$ cat src/rtl/r_cpu_pkg.sv
// Shared constants and types for the R_CPU board front-end blocks.
//   BYTE_W/WORD_W/NUM_BYTES : staging word geometry
//   SEL_CLEAR_BIT           : byte-select bit that turns a load into a clear
//   state_e                 : operand-entry FSM state encoding
`timescale 1ns/1ps
package r_cpu_pkg;

  localparam int unsigned BYTE_W        = 8;
  localparam int unsigned WORD_W        = 32;
  localparam int unsigned NUM_BYTES     = WORD_W / BYTE_W;
  localparam int unsigned SEL_W         = 3;
  localparam int unsigned SEL_CLEAR_BIT = 2;

  typedef enum logic {
    ST_ENTRY   = 1'b0,
    ST_PRESENT = 1'b1
  } state_e;

  // Odd number of set bits gives 1.
  function automatic logic word_parity(input logic [WORD_W-1:0] w);
    return ^w;
  endfunction

endpackage

$ cat src/rtl/sw_word_entry_btn_debounce.sv
// Push-button conditioner: 2-FF synchroniser, debounce counter, rising-edge pulse.
//   clk, rst_n : clock, async active-low reset
//   i_btn      : raw asynchronous button level
//   o_pulse    : one-cycle pulse, DEBOUNCE_CYCLES+3 clocks after a clean press
`timescale 1ns/1ps
module btn_debounce #(
  parameter int unsigned DEBOUNCE_CYCLES = 16,
  parameter int unsigned CNT_W           = 20
) (
  input  logic clk,
  input  logic rst_n,
  input  logic i_btn,
  output logic o_pulse
);

  logic             r_sync1;
  logic             r_sync2;
  logic             r_level;
  logic             r_level_d;
  logic             r_pulse;
  logic [CNT_W-1:0] r_cnt;

  // Counter runs only while the synchronised input disagrees with the accepted
  // level, so any bounce back to the old level restarts the qualification.
  always_ff @(posedge clk or negedge rst_n) begin
    if (!rst_n) begin
      r_sync1   <= 1'b0;
      r_sync2   <= 1'b0;
      r_level   <= 1'b0;
      r_level_d <= 1'b0;
      r_pulse   <= 1'b0;
      r_cnt     <= '0;
    end else begin
      r_sync1   <= i_btn;
      r_sync2   <= r_sync1;
      r_level_d <= r_level;
      r_pulse   <= r_level & ~r_level_d;
      if (r_sync2 == r_level) begin
        r_cnt <= '0;
      end else if (r_cnt == CNT_W'(DEBOUNCE_CYCLES - 1)) begin
        r_level <= r_sync2;
        r_cnt   <= '0;
      end else begin
        r_cnt <= r_cnt + CNT_W'(1);
      end
    end
  end

  assign o_pulse = r_pulse;

endmodule

$ cat src/rtl/sw_word_entry.sv
// Operand-entry front end: builds a 32-bit word byte-by-byte from slide
// switches under debounced load/commit buttons, then offers it via valid/ready.
//   SW_WORD_ENTRY_clk_xi / rst_n_xi     : clock, async active-low reset
//   SW_WORD_ENTRY_SW_xi, SEL_xi         : byte value and byte select (SEL[2]=clear)
//   SW_WORD_ENTRY_load_btn_xi           : raw load button
//   SW_WORD_ENTRY_commit_btn_xi         : raw commit button
//   SW_WORD_ENTRY_ready_xi              : consumer accept
//   SW_WORD_ENTRY_data_xo, valid_xo     : committed word and its valid
//   SW_WORD_ENTRY_byte_mask_xo          : bytes loaded since last clear/accept
//   SW_WORD_ENTRY_parity_xo             : XOR of committed word (SW_WORD_ENTRY_PARITY_EN only)
`timescale 1ns/1ps
module sw_word_entry
  import r_cpu_pkg::*;
#(
  parameter int unsigned DEBOUNCE_CYCLES = 16,
  parameter int unsigned CNT_W           = 20
) (
  input  logic                 SW_WORD_ENTRY_clk_xi,
  input  logic                 SW_WORD_ENTRY_rst_n_xi,
  input  logic [BYTE_W-1:0]    SW_WORD_ENTRY_SW_xi,
  input  logic [SEL_W-1:0]     SW_WORD_ENTRY_SEL_xi,
  input  logic                 SW_WORD_ENTRY_load_btn_xi,
  input  logic                 SW_WORD_ENTRY_commit_btn_xi,
  input  logic                 SW_WORD_ENTRY_ready_xi,
  output logic [WORD_W-1:0]    SW_WORD_ENTRY_data_xo,
  output logic                 SW_WORD_ENTRY_valid_xo,
  output logic [NUM_BYTES-1:0] SW_WORD_ENTRY_byte_mask_xo
`ifdef SW_WORD_ENTRY_PARITY_EN
  ,
  output logic                 SW_WORD_ENTRY_parity_xo
`endif
);

  logic w_load_pulse;
  logic w_commit_pulse;

  state_e               r_state,   w_state_nxt;
  logic [WORD_W-1:0]    r_staging, w_staging_nxt;
  logic [WORD_W-1:0]    r_data,    w_data_nxt;
  logic                 r_valid,   w_valid_nxt;
  logic [NUM_BYTES-1:0] r_mask,    w_mask_nxt;
`ifdef SW_WORD_ENTRY_PARITY_EN
  logic                 r_parity,  w_parity_nxt;
`endif

  // Button conditioning
  btn_debounce #(
    .DEBOUNCE_CYCLES (DEBOUNCE_CYCLES),
    .CNT_W           (CNT_W)
  ) u_load_db (
    .clk     (SW_WORD_ENTRY_clk_xi),
    .rst_n   (SW_WORD_ENTRY_rst_n_xi),
    .i_btn   (SW_WORD_ENTRY_load_btn_xi),
    .o_pulse (w_load_pulse)
  );

  btn_debounce #(
    .DEBOUNCE_CYCLES (DEBOUNCE_CYCLES),
    .CNT_W           (CNT_W)
  ) u_commit_db (
    .clk     (SW_WORD_ENTRY_clk_xi),
    .rst_n   (SW_WORD_ENTRY_rst_n_xi),
    .i_btn   (SW_WORD_ENTRY_commit_btn_xi),
    .o_pulse (w_commit_pulse)
  );

  // Next-state and datapath updates. FSM actions are evaluated on the current
  // (pre-load) mask/staging; the load is applied last so it wins for its bit
  // over an accept-clear in the same cycle.
  always_comb begin
    w_state_nxt   = r_state;
    w_staging_nxt = r_staging;
    w_data_nxt    = r_data;
    w_valid_nxt   = r_valid;
    w_mask_nxt    = r_mask;
`ifdef SW_WORD_ENTRY_PARITY_EN
    w_parity_nxt  = r_parity;
`endif

    case (r_state)
      ST_ENTRY: begin
        if (w_commit_pulse && (r_mask == '1)) begin
          w_data_nxt   = r_staging;
          w_valid_nxt  = 1'b1;
`ifdef SW_WORD_ENTRY_PARITY_EN
          w_parity_nxt = word_parity(r_staging);
`endif
          w_state_nxt  = ST_PRESENT;
        end
      end
      ST_PRESENT: begin
        if (SW_WORD_ENTRY_ready_xi) begin
          w_valid_nxt = 1'b0;
          w_mask_nxt  = '0;
          w_state_nxt = ST_ENTRY;
        end
      end
    endcase

    if (w_load_pulse) begin
      if (SW_WORD_ENTRY_SEL_xi[SEL_CLEAR_BIT]) begin
        w_staging_nxt = '0;
        w_mask_nxt    = '0;
      end else begin
        for (int b = 0; b < NUM_BYTES; b++) begin
          if (SW_WORD_ENTRY_SEL_xi[1:0] == 2'(b)) begin
            w_staging_nxt[b*BYTE_W +: BYTE_W] = SW_WORD_ENTRY_SW_xi;
            w_mask_nxt[b]                     = 1'b1;
          end
        end
      end
    end
  end

  // State and output registers
  always_ff @(posedge SW_WORD_ENTRY_clk_xi or negedge SW_WORD_ENTRY_rst_n_xi) begin
    if (!SW_WORD_ENTRY_rst_n_xi) begin
      r_state   <= ST_ENTRY;
      r_staging <= '0;
      r_data    <= '0;
      r_valid   <= 1'b0;
      r_mask    <= '0;
`ifdef SW_WORD_ENTRY_PARITY_EN
      r_parity  <= 1'b0;
`endif
    end else begin
      r_state   <= w_state_nxt;
      r_staging <= w_staging_nxt;
      r_data    <= w_data_nxt;
      r_valid   <= w_valid_nxt;
      r_mask    <= w_mask_nxt;
`ifdef SW_WORD_ENTRY_PARITY_EN
      r_parity  <= w_parity_nxt;
`endif
    end
  end

  assign SW_WORD_ENTRY_data_xo      = r_data;
  assign SW_WORD_ENTRY_valid_xo     = r_valid;
  assign SW_WORD_ENTRY_byte_mask_xo = r_mask;
`ifdef SW_WORD_ENTRY_PARITY_EN
  assign SW_WORD_ENTRY_parity_xo    = r_parity;
`endif

endmodule

$ cat config.mk
export PLATFORM = sky130hd
export DESIGN_NAME = sw_word_entry
export DESIGN_NICKNAME = d
export VERILOG_FILES = /design/src/rtl/r_cpu_pkg.sv /design/src/rtl/sw_word_entry_btn_debounce.sv /design/src/rtl/sw_word_entry.sv
export SDC_FILE = /design/constraint.sdc
export NUM_CORES = 1
export LEC_CHECK = 0
export CORE_MARGIN = 2
export CORE_UTILIZATION = 25
export DETAILED_ROUTE_END_ITERATION = 10
export PLACE_DENSITY = 0.48
export SLEW_MARGIN = 10
export SYNTH_ARGS = -nofsm -noshare
export SYNTH_HDL_FRONTEND = slang
export SYNTH_HIERARCHICAL = 1
export SYNTH_SLANG_ARGS = --single-unit
$ cat constraint.sdc
create_clock -name SW_WORD_ENTRY_clk_xi -period 1.66 [get_ports SW_WORD_ENTRY_clk_xi]
set_input_delay 0.166 -clock SW_WORD_ENTRY_clk_xi [delete_from_list [all_inputs] [get_ports SW_WORD_ENTRY_clk_xi]]
set_output_delay 0.166 -clock SW_WORD_ENTRY_clk_xi [all_outputs]
set_load 0.05 [all_outputs]
[Word level (Yosys, flattened, before mapping)]
Cells that the tools add are included.
Word-level totals
  bits in registers: 120
Cells by class
  bitwise operators: 7
  $add $sub $neg: 2
  equality and inequality tests: 10
  reductions and logical operators: 14
  multiplexer cells: 23
Operator list (count)
  $mux W20: 4
  $add A20 B1 Y20 const B: 2
  $eq A20 B4 Y1 const B: 2
  $mux W32: 1
  $mux W8: 4
  $mux W4: 4
  $reduce_and A2 Y1: 8
  $mux W1: 8
  $reduce_bool A2 Y1: 4
  $not A1 Y1: 5
  $eq A2 B2 Y1 const B: 2
  $eq A4 B4 Y1 const B: 1
  $ne A2 B2 Y1 const B: 2
  $pmux W1 S2: 2
  $and A1 B1 Y1: 2
  $eq A1 B1 Y1: 2
  $eq A2 B1 Y1 const B: 1
  $logic_not A2 Y1: 1
  $logic_and A1 B1 Y1: 1

[Depth between registers and ports, before layout]
  depth in word-level cells: 5
  depth in mapped cells: 7

[Hierarchy]
Netlist, hierarchy kept.
Modules (own cells, without submodules)
  sw_word_entry: times used 1, cells each 231, area each 2962.8 µm²
  btn_debounce: times used 2, cells each 114, area each 1217.4 µm²

[Least setup slack after synthesis]
OpenSTA, ideal clock, no wires.
  kind: register to register
  from: register r_mask[1] (netlist: SW_WORD_ENTRY_byte_mask_xo[1])
  to: register r_data[10] (netlist: SW_WORD_ENTRY_data_xo[10])
  clock period less this slack: 1851 ps
  buffers on the path: 1
  library setup time: 125 ps
  arrival time: 1726 ps
  path slack: -191 ps
  stages on the path, launching flop included: 5
  path through: dfrtp_1 -> nand4_2 -> nor3b_4 -> buf_6 -> mux2_2
On the way
  word-level cells in the longest chain between the ends: 3
Ends and longest elaborated chain
  start: declaration: RTL line sw_word_entry.sv:41  | logic [NUM_BYTES-1:0] r_mask, w_mask_nxt;
  start signal: assignment: RTL line sw_word_entry.sv:131  | r_mask <= w_mask_nxt;
  $eq A4 B4 Y1: RTL line sw_word_entry.sv:82  | if (w_commit_pulse && (r_mask == '1)) begin
  $logic_and A1 B1 Y1: RTL line sw_word_entry.sv:82
  $reduce_and A2 Y1 (no source line)
  end signal: assignment: RTL line sw_word_entry.sv:129  | r_data <= w_data_nxt;
  end: declaration: RTL line sw_word_entry.sv:39  | logic [WORD_W-1:0] r_data, w_data_nxt;
No other way between the ends.
A chain may end at the register's enable or synchronous reset.

[Worst setup path in the final report]
  from: register u_load_db.r_cnt[1]
  to: register u_load_db.r_cnt[18]
On the way
  word-level cells in the longest chain between the ends: 3
  elaborated cells between the ends (all ways): 4
Ends and longest elaborated chain
  start: declaration: RTL line sw_word_entry_btn_debounce.sv:21  | logic [CNT_W-1:0] r_cnt;
  start signal: assignment: RTL line sw_word_entry_btn_debounce.sv:44  | r_cnt <= r_cnt + CNT_W'(1);
  $add A20 B1 Y20 or $eq A20 B4 Y1 (tied branches): RTL line sw_word_entry_btn_debounce.sv:44, sw_word_entry_btn_debounce.sv:40
  $mux W20 (*): RTL line sw_word_entry_btn_debounce.sv:40  | end else if (r_cnt == CNT_W'(DEBOUNCE_CYCLES - 1)) begin
  $mux W20 (*): RTL line sw_word_entry_btn_debounce.sv:38  | if (r_sync2 == r_level) begin
Every way passes the cells marked *; elsewhere a longest branch is shown, timed or not.

==> qor.json <==
{
  "yosys": {
    "synth_warnings": 6,
    "synth.distinct_cells": 41,
    "compound_gate_portion_of_the_synthesized_area_pct": 6.21,
    "synth_edf_count": 0,
    "synth_mux_area_share_pct": 13.0,
    "synthCells": 459,
    "synthDominantAreaCellType": "sky130_fd_sc_hd__dfrtp_1",
    "yosys.area_share.simple_pct": 14.7,
    "syn-mean-instance-area_um2": 11.8,
    "ys.flop_type": "sky130_fd_sc_hd__dfrtp_1",
    "mappedNetlistNets": 477,
    "synth.yosys.seq_area_share_pct": 55.6,
    "ys_top_cells_by_area": "sky130_fd_sc_hd__dfrtp_1 56%, sky130_fd_sc_hd__mux2i_1 5.9%, sky130_fd_sc_hd__mux2_2 5.8%",
    "async_sr_flop_fraction_pct": 100,
    "post_synth_xor_area_fraction_pct": 4.54,
    "synth_top_area_share_pct": 55.6,
    "synth.cell_area_um2": 5400,
    "synth_top_family_by_area": "simple AND/OR/NAND/NOR gates",
    "synth_seq_cells": 120,
    "adder_cell_share_of_the_synthesized_area_pct": 0.464
  },
  "global_routing": {
    "vias_in_the_first_global_route": 3828,
    "track_usage_pct": 11.2,
    "grt_overflow": 0,
    "grt_start_max_net_pins": 48,
    "antenna_found_initial": 0,
    "grt_first_pass_wirelength_um": 20000
  },
  "cts": {
    "cts_made_buffers": 17,
    "clkSlewWorstSetupHoldPaths_ns": 0.05,
    "cts_tree": "built",
    "clock_sinks": 120,
    "cts-root-buf": "sky130_fd_sc_hd__clkbuf_16",
    "clk_latency_ns": 0.41,
    "max_root_sink_buffers": 2,
    "cts_max_level": 4
  },
  "drt": {
    "drt_iter0_markers": 233,
    "postRouteAntennaNets": 0,
    "post_drt_wl_per_cell_um": 14.4,
    "router_iterations_before_antenna_repair": 4,
    "num_vias": 3737,
    "route.detailed.vias_per_inst": 4.50,
    "drt_wl_total_um": 12000,
    "drc_errors": 0
  },
  "sta": {
    "finalSetupViolations": 0,
    "final-max-slew-violation-count": 0,
    "finalWorstPathRequiredPeriod_ns": 1.61,
    "timing.slew.headroom_pct": 62.9,
    "final.hold.worst_slack_ns": 0.198,
    "finalWorstSetupSlack_ns": 0.0514,
    "timing.final.hold_violations": 0,
    "layout_skew_ns": 0.00897,
    "max_clock_freq_mhz": 622,
    "tightestPinTransition_ns": 0.552,
    "final_min_period_over_clock_period_pct": 96.9
  },
  "cells_and_area": {
    "commonest_non_fill_non_tap_cells_in_the_layout": "116 x sky130_fd_sc_hd__dfrtp_1, 62 x sky130_fd_sc_hd__buf_4, 41 x sky130_fd_sc_hd__inv_1",
    "finish.instance_area_um2": 7080,
    "antennaDiodeCount": 0,
    "area.growth.synth_to_final_pct": 31.1,
    "most_common_cell_after_layout_fill_and_taps_aside": "sky130_fd_sc_hd__dfrtp_1",
    "post_route_insts_no_fill": 831,
    "share_of_layout_cells_above_drive_strength_1_pct": 28.6,
    "final.fill_count": 2099,
    "design.final.nets": 561
  },
  "place": {
    "port_buffers": 52,
    "gp_congestion": 0.728,
    "dp_slack_ns": 0.0383,
    "dpl.hpwl_um": 8110,
    "dp_cells": 795,
    "detailed_place.area_um2": 6390
  },
  "pwr": {
    "p_int_mw": 5.51,
    "p_comb_share_pct": 3.3,
    "power.leakage_nw": 3.44,
    "p_clk_share_pct": 54.2,
    "power_switching_share_pct": 21.0,
    "seq_power_share_pct": 42.5,
    "p_sw_mw": 1.47,
    "ir_drop_mv": 0.581,
    "p_per_area_nw_per_um2": 986
  },
  "die": {
    "die_w_um": 151,
    "die_h_um": 151,
    "design.die.area_um2": 22800,
    "initial_utilization_pct": 25.6,
    "top_level_ports": 53,
    "core_um2": 21100,
    "floorplan.rows": 53
  },
  "setup_path": {
    "worstSetupEndpointType": "flip-flop",
    "arrival_time_at_the_worst_endpoint_ns": 1.89,
    "crit_path_start_kind": "flip-flop",
    "worst-endpoint-required_ns": 1.94,
    "critical_path_peak_fanout": 4,
    "setup.worst_path.class": "flip-flop to flip-flop"
  },
  "outcome": {
    "run_status": "finished clean"
  },
  "hold_path": {
    "holdCritPathClass": "primary input to flip-flop"
  },
  "flow_run": {
    "drv.max_cap_violation_count": 0
  }
}
## logic make-up after synthesis
family,Yosys count
compound gates,55
flops,120
xor+xnor,28
mux,66
buf+inv,62
simple gates,126
fa+ha+maj,2
## path summary, 6_finish.rpt
check,slack [ns],cells after the start,from,end
worst max register to register,0.05,5,u_load_db/r_cnt[1]$_DFF_PN0_,u_load_db/r_cnt[18]$_DFF_PN0_
worst max-delay path,0.05,5,u_load_db/r_cnt[1]$_DFF_PN0_,u_load_db/r_cnt[18]$_DFF_PN0_
worst min register to register,0.35,0,u_commit_db/r_sync1$_DFF_PN0_,u_commit_db/r_sync2$_DFF_PN0_
max in group asynchronous,0.81,3,SW_WORD_ENTRY_rst_n_xi,r_staging[9]$_DFFE_PN0P_
worst min-delay path,0.20,1,SW_WORD_ENTRY_commit_btn_xi,u_commit_db/r_sync1$_DFF_PN0_
min in group asynchronous,0.24,2,SW_WORD_ENTRY_rst_n_xi,SW_WORD_ENTRY_byte_mask_xo[3]$_DFF_PN0_
## area by class of cell
class / instances / area [um2] / area share [%]
clock buffer: 20 / 467 / 6.60
timing repair buffer: 86 / 796 / 11.2
inverter: 41 / 154 / 2.18
tap: 275 / 344 / 4.86
sequential: 120 / 3010 / 42.5
clock inverter: 12 / 149 / 2.10
multi-input combinational: 277 / 2160 / 30.5
## per-stage QoR
| step | setup TNS [ns] | total power, mW | utilization (%) |
|---|---|---|---|
| global placement | 0 | 3.24 | 30.3 |
| floorplan | 0 | 3.07 | - |
| detailed placement | 0 | 3.24 | 30.3 |
| CTS | 0 | 7.06 | 33.3 |
| finish | 0 | 6.98 | 33.6 |
| global route | -0.0452 | 7.24 | 33.6 |
## critical path, stage by stage, from the launching register on
cell	delay [ns]
sky130_fd_sc_hd__dfrtp_1	0.40
sky130_fd_sc_hd__ha_4	0.17
sky130_fd_sc_hd__nand3_2	0.11
sky130_fd_sc_hd__or4_4	0.56
sky130_fd_sc_hd__o21ai_1	0.18
sky130_fd_sc_hd__a21oi_2	0.07
## cells in the mapped netlist, types with 3 or more instances
library cell and instances:
sky130_fd_sc_hd__xnor2_1 24, sky130_fd_sc_hd__nor2_1 38, sky130_fd_sc_hd__mux2_1 6, sky130_fd_sc_hd__clkbuf_1 6
sky130_fd_sc_hd__nor4_1 14, sky130_fd_sc_hd__nor3_1 8, sky130_fd_sc_hd__inv_1 41, sky130_fd_sc_hd__buf_6 5
sky130_fd_sc_hd__dfrtp_1 120, sky130_fd_sc_hd__nand2_1 16, sky130_fd_sc_hd__mux2_2 28, sky130_fd_sc_hd__nand4_1 4
sky130_fd_sc_hd__a21oi_1 12, sky130_fd_sc_hd__nor4_2 4, sky130_fd_sc_hd__nand4b_1 4, sky130_fd_sc_hd__nand3_1 11
sky130_fd_sc_hd__a22oi_1 3, sky130_fd_sc_hd__buf_4 4, sky130_fd_sc_hd__xor2_1 4, sky130_fd_sc_hd__o21ai_1 4
sky130_fd_sc_hd__buf_2 5, sky130_fd_sc_hd__mux2i_1 32, sky130_fd_sc_hd__o22ai_1 32, sky130_fd_sc_hd__and3_1 4
## what timing repair did
item	4_1_cts	5_1_grt
setup endpoints to repair	0	29
resized for setup	0	7
setup buffers	0	3
endpoints found under the hold margin	26	0
hold buffers	1	0
## power by group through the flow
stage	combinational, mW	sequential (mW)	clock (mW)
2_1_floorplan	0.0610	3.01	0
3_3_place_gp	0.227	3.01	0
3_5_place_dp	0.230	3.01	0
4_1_cts	0.233	2.96	3.87
5_1_grt	0.261	2.97	4.01
6_report	0.233	2.96	3.78
## metal layers
layer	wire length (um)	share of wire [%]	track usage, %	vias up
met3	489	4.1	3.19	9
met4	103	0.86	3.36	0
met1	5660	47	14.2	1886
li1	-	-	-	1780
met2	5730	48	18.4	62
met5	0	0	0	-
## state kept, by name, summed over array words and instances (netlist names)
signal	flops
SW_WORD_ENTRY_data_xo	32
r_staging	32
u_commit_db/r_cnt	20
u_load_db/r_cnt	20
SW_WORD_ENTRY_byte_mask_xo	4
SW_WORD_ENTRY_valid_xo	1
r_state	1
u_commit_db/o_pulse	1
u_commit_db/r_level	1
u_commit_db/r_level_d	1
u_commit_db/r_sync1	1
u_commit_db/r_sync2	1
u_load_db/o_pulse	1
u_load_db/r_level	1
u_load_db/r_level_d	1
u_load_db/r_sync1	1
u_load_db/r_sync2	1
Note: power is estimated with default switching activity, not from simulation.
